--- src/rtl/fd_pkg.sv ---
// rtl/fd_pkg.sv - shared types and constants for the fetch/decode queue
//
// Purpose: defines the fetch entry record carried from IF to ID together with
// its branch-prediction metadata, and the all-zero bubble value.
// Ports: none (package).

package fd_pkg;

  localparam int XLEN      = 32;
  localparam int PHT_IDX_W = 8;

  typedef struct packed {
    logic [XLEN-1:0]      pc;
    logic [XLEN-1:0]      instruction;
    logic                 pred_taken;
    logic [PHT_IDX_W-1:0] pht_idx;
    logic                 btb_hit;
    logic [XLEN-1:0]      btb_target;
  } fetch_entry_t;

  localparam fetch_entry_t FETCH_BUBBLE = '0;

endpackage

--- src/rtl/fd_queue.sv ---
// rtl/fd_queue.sv - IF/ID decoupling queue with valid/ready handshake and flush
//
// Purpose: circular buffer of DEPTH fetch entries between fetch and decode.
// Fetch pushes with F_valid/F_ready, decode pops with D_valid/D_ready, flush
// empties the queue in one cycle. Outputs are all-zero when the queue is empty.
// Ports:
//   clk, rst_n                   clock, asynchronous active-low reset
//   flush                        discard all queued entries
//   F_valid / F_ready            fetch-side handshake
//   F_PC, F_instruction, F_btb_target, F_pred_taken, F_btb_hit, F_pht_idx
//                                fetch payload
//   D_valid / D_ready            decode-side handshake
//   D_PC, D_instruction, D_btb_target, D_pred_taken, D_btb_hit, D_pht_idx
//                                head payload (zero when D_valid is low)
//   count                        current occupancy

module fd_queue
  import fd_pkg::*;
#(
  parameter int DEPTH     = 4,
  parameter int XLEN      = fd_pkg::XLEN,
  parameter int PHT_IDX_W = fd_pkg::PHT_IDX_W
) (
  input  logic                       clk,
  input  logic                       rst_n,
  input  logic                       flush,
  input  logic                       F_valid,
  output logic                       F_ready,
  input  logic [XLEN-1:0]            F_PC,
  input  logic [XLEN-1:0]            F_instruction,
  input  logic [XLEN-1:0]            F_btb_target,
  input  logic                       F_pred_taken,
  input  logic                       F_btb_hit,
  input  logic [PHT_IDX_W-1:0]       F_pht_idx,
  output logic                       D_valid,
  input  logic                       D_ready,
  output logic [XLEN-1:0]            D_PC,
  output logic [XLEN-1:0]            D_instruction,
  output logic [XLEN-1:0]            D_btb_target,
  output logic                       D_pred_taken,
  output logic                       D_btb_hit,
  output logic [PHT_IDX_W-1:0]       D_pht_idx,
  output logic [$clog2(DEPTH):0]     count
);

  localparam int PW = $clog2(DEPTH);
  localparam int CW = PW + 1;

  fetch_entry_t mem [DEPTH];
  logic [PW-1:0] head;
  logic [PW-1:0] tail;
  logic          push;
  logic          pop;
  fetch_entry_t  wr_entry;
  fetch_entry_t  head_entry;

  // Readiness comes only from occupancy, so a full queue refuses a push even
  // when decode drains the head in the same cycle.
  assign F_ready = (count < CW'(DEPTH));
  assign D_valid = (count != '0);

  assign push = F_valid && F_ready && !flush;
  assign pop  = D_valid && D_ready && !flush;

  always_comb begin
    wr_entry             = FETCH_BUBBLE;
    wr_entry.pc          = F_PC;
    wr_entry.instruction = F_instruction;
    wr_entry.pred_taken  = F_pred_taken;
    wr_entry.pht_idx     = F_pht_idx;
    wr_entry.btb_hit     = F_btb_hit;
    wr_entry.btb_target  = F_btb_target;
  end

  // Pointers wrap naturally because DEPTH is a power of two.
  always_ff @(posedge clk or negedge rst_n) begin
    if (!rst_n) begin
      head  <= '0;
      tail  <= '0;
      count <= '0;
    end else if (flush) begin
      head  <= '0;
      tail  <= '0;
      count <= '0;
    end else begin
      if (push) tail <= tail + PW'(1);
      if (pop)  head <= head + PW'(1);
      case ({push, pop})
        2'b10:   count <= count + CW'(1);
        2'b01:   count <= count - CW'(1);
        default: count <= count;
      endcase
    end
  end

  // Flush leaves storage untouched; stale entries are hidden by D_valid.
  always_ff @(posedge clk or negedge rst_n) begin
    if (!rst_n) begin
      for (int i = 0; i < DEPTH; i++) mem[i] <= FETCH_BUBBLE;
    end else if (push) begin
      mem[tail] <= wr_entry;
    end
  end

  assign head_entry = D_valid ? mem[head] : FETCH_BUBBLE;

  assign D_PC          = head_entry.pc;
  assign D_instruction = head_entry.instruction;
  assign D_pred_taken  = head_entry.pred_taken;
  assign D_pht_idx     = head_entry.pht_idx;
  assign D_btb_hit     = head_entry.btb_hit;
  assign D_btb_target  = head_entry.btb_target;

endmodule
--- config.mk ---
export PLATFORM = sky130hd
export DESIGN_NAME = fd_queue
export DESIGN_NICKNAME = d
export VERILOG_FILES = /design/src/rtl/fd_pkg.sv /design/src/rtl/fd_queue.sv
export SDC_FILE = /design/constraint.sdc
export NUM_CORES = 1
export LEC_CHECK = 0
export BUFFER_PORTS_ARGS = -buffer_cell sky130_fd_sc_hd__buf_4
export CORE_MARGIN = 2
export CORE_UTILIZATION = 45
export DETAILED_ROUTE_END_ITERATION = 8
export HOLD_SLACK_MARGIN = 0.08
export PLACE_DENSITY = 0.7
export SYNTH_ARGS = -nofsm -noshare
export SYNTH_HDL_FRONTEND = slang
export SYNTH_SLANG_ARGS = --single-unit
--- constraint.sdc ---
create_clock -name clk -period 2.3 [get_ports clk]
set_input_delay 0.575 -clock clk [delete_from_list [all_inputs] [get_ports clk]]
set_output_delay 0.575 -clock clk [all_outputs]
set_load 0.03 [all_outputs]
==> results of run 1 <==
## kinds of logic after synthesis
logic type                 synth area share
muxes                                0.3809
DFF                                  0.5293
and+or+nand+nor                     0.03979
buffers and inverters               0.04132
AOI/OAI and AO/OA                  0.003132
xor gates and xnor gates           0.002149
adders and majority gates          0.003438
## worst reg2reg max path: cells and delay by family (launching register included)
| family | cells | cell delay (ps) |
|---|---|---|
| simple gates | 6 | 690 |
| flops | 1 | 400 |
| fa+ha+maj | 1 | 370 |
| compound gates | 2 | 230 |
| buf+inv | 1 | 170 |
## cell type report
| cell class | count | area [um2] | area share |
|---|---|---|---|
| flip-flops and latches | 431 | 10790 | 0.4304 |
| multi-input cells | 684 | 8942 | 0.3566 |
| repair buffers | 291 | 3020 | 0.1204 |
| clock buffers | 70 | 1385 | 0.05523 |
| well taps | 592 | 740.7 | 0.02953 |
| clock inverters | 17 | 185.2 | 0.007384 |
| inverters | 3 | 11.26 | 0.0004490 |
## Yosys cell counts (all sizes together)
cell    count  area share
nor3b       2      0.0013
fa          1     0.00098
ha          4      0.0025
a211oi      1     0.00037
o31ai       1     0.00037
nand2b      1     0.00031
clkbuf     20      0.0037
o21ai       4     0.00098
mux4      106        0.12
or3         2     0.00061
and2      110       0.034
a221oi      1     0.00043
nand3       3     0.00074
nor2       10      0.0018
and2b       1     0.00037
a21oi       4     0.00098
inv         3     0.00055
mux2      424        0.26
dfrtp     431        0.53
nand2       3     0.00055
xor2        2     0.00086
xnor2       3      0.0013
buf        69       0.037
nor4        1     0.00031
## where the power goes
group	leakage, nW	switching, mW	total (mW)	internal [mW]
sequential	5.40	1.42	11.7	10.3
clock	0.784	3.09	7.70	4.61
combinational	4.99	3.81	9.83	6.02
total	11.2	8.32	29.3	21.0
## worst max-delay path by stage
stage / start / end / cells after the start
floorplan: count[0] / D_instruction[1] / 6
finish: head[0] / D_PC[11] / 5
global route: head[0] / D_btb_target[25] / 4
CTS: head[0] / D_PC[19] / 5
detailed placement: head[0] / D_PC[13] / 5
global placement: head[0] / D_PC[13] / 5
## layout by cell type (no fill, tap or decap), types with 6 or more instances in the layout
| cell type | instances |
|---|---|
| and2_1 | 35 |
| and2_4 | 74 |
| buf_12 | 26 |
| buf_16 | 6 |
| buf_4 | 179 |
| buf_6 | 72 |
| clkbuf_1 | 13 |
| clkbuf_16 | 52 |
| clkbuf_8 | 8 |
| clkinv_2 | 13 |
| dfrtp_1 | 428 |
| mux2_2 | 264 |
| mux2_4 | 160 |
| mux4_2 | 106 |
| nor2_1 | 10 |
## repair_timing
action                     CTS  global route
cloned                       3             3
hold endpoints to repair    39             0
pin swaps                   15             0
resized for setup          119            32
setup endpoints to repair  107           107
hold buffers                 1             0
buffers inserted             3             2
## metal layers
metal | up-vias | part of all wire | GRT usage | wire (um)
li1 | 4904 | - | - | -
met1 | 6043 | 0.45 | 0.2717 | 20440
met2 | 245 | 0.48 | 0.3170 | 21690
met3 | 63 | 0.056 | 0.04976 | 2552
met4 | 0 | 0.021 | 0.05571 | 971
met5 | - | 0 | 0 | 0
## through the flow
step                      cell area [um2]  power, mW  utilization
after floorplan                     20380      18.06            -
after global placement              22800      20.54       0.5133
after detailed placement            22800      20.87       0.5133
after CTS                           24880      29.36       0.5602
after global routing                25080      30.73       0.5647
final                               25080      29.27       0.5647
## registers in the layout (all words and copies together), names as in the netlist
| register | count |
|---|---|
| count | 3 |
| head | 2 |
| mem | 424 |
| tail | 2 |
==> reports/qor.yml, run 1 <==
cts-htree-levels: 2
powerDensity_nw_per_um2: 1167
io_pins: 222
dieArea_um2: 47000
routed_wire_length_per_instance_um: 21.87
period_minus_slack_ps: 2814
violations: "negative setup slack"
final_layout_worst_hold_slack_ps: 258.1
cts_inserted_buffers: 47
hold_start: "F_PC[28]"
r2r_cells: 10
crit_slowest_cell: "mux4_2"
global_route_wire_length_before_repair_um: 72970
grt_antenna_before_repair: 0
critical_path_required_ps: 1730
final_net_count: 1574
clock_skew_ps: 11.89
cts_tree: "yes"
syn_inst_count: 1207
io_buffers: 221
timing_max_transition_violations_final: 0
rows: 77
gr-total-overflow: 0
preCtsSetupSlack_ps: 41.60
track_usage: 0.1986
critical_path_peak_fanout: 7
rsz0062_at_grt: "true"
synth-seq-area-share: 0.5293
maxCapViolations: 0
dieWidth_um: 216.8
route.detailed.drc: 0
sink_count: 431
cp.arrival_ps: 2240
finalWeightedCongestion: 0.7276
r2r-end: "count[2]"
postRouteWirelength_um: 45660
cpLargestDelayFamily: "multiplexers"
drt_pass1_iterations: 5
final_layout_size_suffix_gt1_frac: 0.6511
route.antenna.remaining_nets: 0
yosysWarnings: 0
crit_path_max_incr_delay_ps: 550
cells_along_the_critical_path: "buf_12 -> buf_16 -> mux4_2 -> and2_4 -> buf_6"
fmaxAchievable_mhz: 355.4
worst_hold_path.endpoint: "mem[102]"
worstHoldPathCells: 2
synth.net_count: 1323
placedCellCount: 1989
report.final.setup_viol: 107
post_synth_instance_area_um2: 20380
areaGrowthSynthToFinish_pct: 23.07
postSynthRegisterBits: 431
crit_path_start_kind: "flop"
endpoint_kind: "primary output"
clock_path_buffers: 3
rr_startpoint: "count[0]"
slew_headroom: 0.6691
synth_area_per_inst_um2: 16.88
core_area_um2: 44410
critical_path_buf_inv_count: 3
worst_reg2reg_setup_slack_ps: 350
die_height_um: 216.8
final_critical_path_setup_slack_ps: -514.1
n_antenna_cell: 0
yosys.cell_types.count: 29
drt_iter0_markers: 637
final.setup.tns_ps: -48980
grt_pass1_vias: 12640
fin_cells: 2088
hold_class: "primary input to flop"
clock-root-buffer: "clkbuf_16"
initial_utilization: 0.4588
max_slew.worst_pin.slew_ps: 496.4
post_drt_via_cell_ratio: 5.390
vdd_drop_max_uv: 621.1
clock_network_latency_to_the_later_pin_of_the_worst_skew_pair_ps: 580
fill_cells: 3436
final_min_period_over_clock_period: 1.224
largest_net_degree_at_the_start_of_global_routing: 78
pleak_nw: 11.17
run_status: "finished with violations"
crit_path_category: "flop to primary output"
half_perimeter_wire_length_of_the_detailed_placement_result_um: 27750
detailroute.via_count: 11260
final_hold_violation_count: 0
clk_transition_reported_paths_ps: 60
Note: power is estimated with default switching activity, not from simulation.
==> run 2, diff against run 1 <==
CELL_PAD_IN_SITES_DETAIL_PLACEMENT = 2   (was default)
CELL_PAD_IN_SITES_GLOBAL_PLACEMENT = 2   (was default)
CORE_UTILIZATION = 44   (was 45)
PLACE_DENSITY = 0.87   (was 0.7)
SETUP_SLACK_MARGIN = 0.3   (was default)
==> run 2 against run 1 <==
  * The flow still finishes with violations (negative setup slack)
  * Register-to-register slack got worse by 40 ps
  * Critical path depth is the same
  * Fmax fell by 2.7%
  * Sequential power increased by 5%
  * Sequential share of layout area is 1.2 points lower
  * Setup slack worse by 77 ps
  * Sequential cell count unchanged
  * Non-clock buffer count is 22 higher
  * Clock power grew 2%
==> reports/qor.yml, run 2 (same netlist as run 1, synthesis figures left out) <==
endpoint_kind: "primary output"
grt_pass1_vias: 14230
io_pins: 222
final_layout_size_suffix_gt1_frac: 0.6768
gr-total-overflow: 0
final_critical_path_setup_slack_ps: -591.1
half_perimeter_wire_length_of_the_detailed_placement_result_um: 36200
max_slew.worst_pin.slew_ps: 456.2
fill_cells: 3829
vdd_drop_max_uv: 881.4
largest_register_ffs: 424
rsz0062_at_grt: "true"
fin_util: 0.5654
cts-htree-levels: 2
maxCapViolations: 0
routed_wire_length_per_instance_um: 31.70
grt_antenna_before_repair: 6
drt_pass1_iterations: 5
powerDensity_nw_per_um2: 1215
critical_path_required_ps: 1730
clock_skew_ps: 25.52
clock_path_buffers: 3
report.final.setup_viol: 107
track_usage: 0.2708
violations: "negative setup slack"
die_height_um: 219.2
preCtsSetupSlack_ps: -18.74
cts_tree: "yes"
route.antenna.remaining_nets: 0
dieWidth_um: 219.2
registers.top_by_ff_count: "mem"
postRouteWirelength_um: 67180
hold_class: "primary input to flop"
final.setup.tns_ps: -54740
core_area_um2: 45580
cts_inserted_buffers: 48
clk_transition_reported_paths_ps: 60
timing_max_transition_violations_final: 0
finalWeightedCongestion: 0.7486
final_min_period_over_clock_period: 1.257
post_drt_via_cell_ratio: 5.667
areaGrowthSynthToFinish_pct: 26.46
crit_path_start_kind: "flop"
pleak_nw: 11.44
power.total_mw: 31.31
route.detailed.drc: 0
clock_network_latency_to_the_later_pin_of_the_worst_skew_pair_ps: 590
layout_common_cells: "dfrtp_1, mux2_2, mux2_4"
final_layout_worst_hold_slack_ps: 251.0
most_common_cell_after_layout_fill_and_taps_aside: "dfrtp_1"
final_net_count: 1597
crit_path_category: "flop to primary output"
critical_path_peak_fanout: 5
drt_iter0_markers: 613
cp.arrival_ps: 2320
run_status: "finished with violations"
largest_net_degree_at_the_start_of_global_routing: 63
detailroute.via_count: 12010
rows: 78
initial_utilization: 0.4471
period_minus_slack_ps: 2891
sink_count: 431
clock-root-buffer: "clkbuf_16"
final_hold_violation_count: 0
global_route_wire_length_before_repair_um: 95380
dieArea_um2: 48050
largest_registers: "mem: 424 flops, count: 3 flops"
fmaxAchievable_mhz: 345.9
io_buffers: 221
slew_headroom: 0.6959
worst_reg2reg_setup_slack_ps: 310
## run 2: cell count changes in the layout (fill, tap and decap cells not counted), sizes merged
cell / delta
clkbuf: +6
clkinv: -10
diode: +6
inv: +2
clkinvlp: +1
bufbuf: -1
buf: +19
## run 2: final timing paths
kind | depth (start not counted) | to | from
worst min register to register | 1 | mem[156] | mem[156]
worst max-delay path | 5 | D_instruction[14] | head[0]
worst min-delay path | 2 | mem[180] | F_PC[0]
max in group asynchronous | 3 | mem[152] | rst_n
min in group asynchronous | 2 | mem[70] | rst_n
worst max register to register | 10 | count[2] | count[0]
## run 2: cell type report
class                      count  area [um2]  area share
timing repair buffer         313        3561      0.1382
antenna                        6       15.01   0.0005826
inverter                       3       11.26   0.0004370
multi-input combinational    684        9075      0.3521
sequential                   431       10800      0.4189
tap                          600       750.7     0.02913
clock buffer                  72        1403     0.05443
clock inverter                10       160.2    0.006215
## run 2: repair_timing
action / 4_1_cts / 5_1_grt
buffers inserted: 4 / 17
pin swaps: 30 / 8
endpoints found under the hold margin: 33 / 0
endpoints found under the setup margin: 130 / 247
cloned: 6 / 7
hold buffers: 1 / 0
gates resized for setup: 147 / 54
## run 2: worst max-delay path, stage by stage (launching register included)
cell	delay [ps]
dfrtp_4	510
buf_4	170
clkbuf_16	170
mux4_2	510
and2_2	210
buf_4	170
## run 2: stage by stage
step | cell area (um2) | cells
floorplan | 20500 | 1207
global placement | 22980 | 1996
detailed placement | 22980 | 1996
CTS | 25230 | 2089
global route | 25770 | 2119
finish | 25770 | 2119
## run 2: where the power goes
part	switching, mW	total (mW)	internal (mW)
registers	1.99	12.3	10.3
clock network	3.23	7.87	4.64
logic	4.66	11.1	6.45
## run 2: per-layer routing
metal  vias to the layer above  global-route usage  part of all wire
li1                       4945                   -                 -
met1                      6652              0.3356              0.40
met2                       313              0.4770              0.54
met3                        97             0.04269             0.040
met4                         2              0.1023             0.025
met5                         -                   0           0.00012
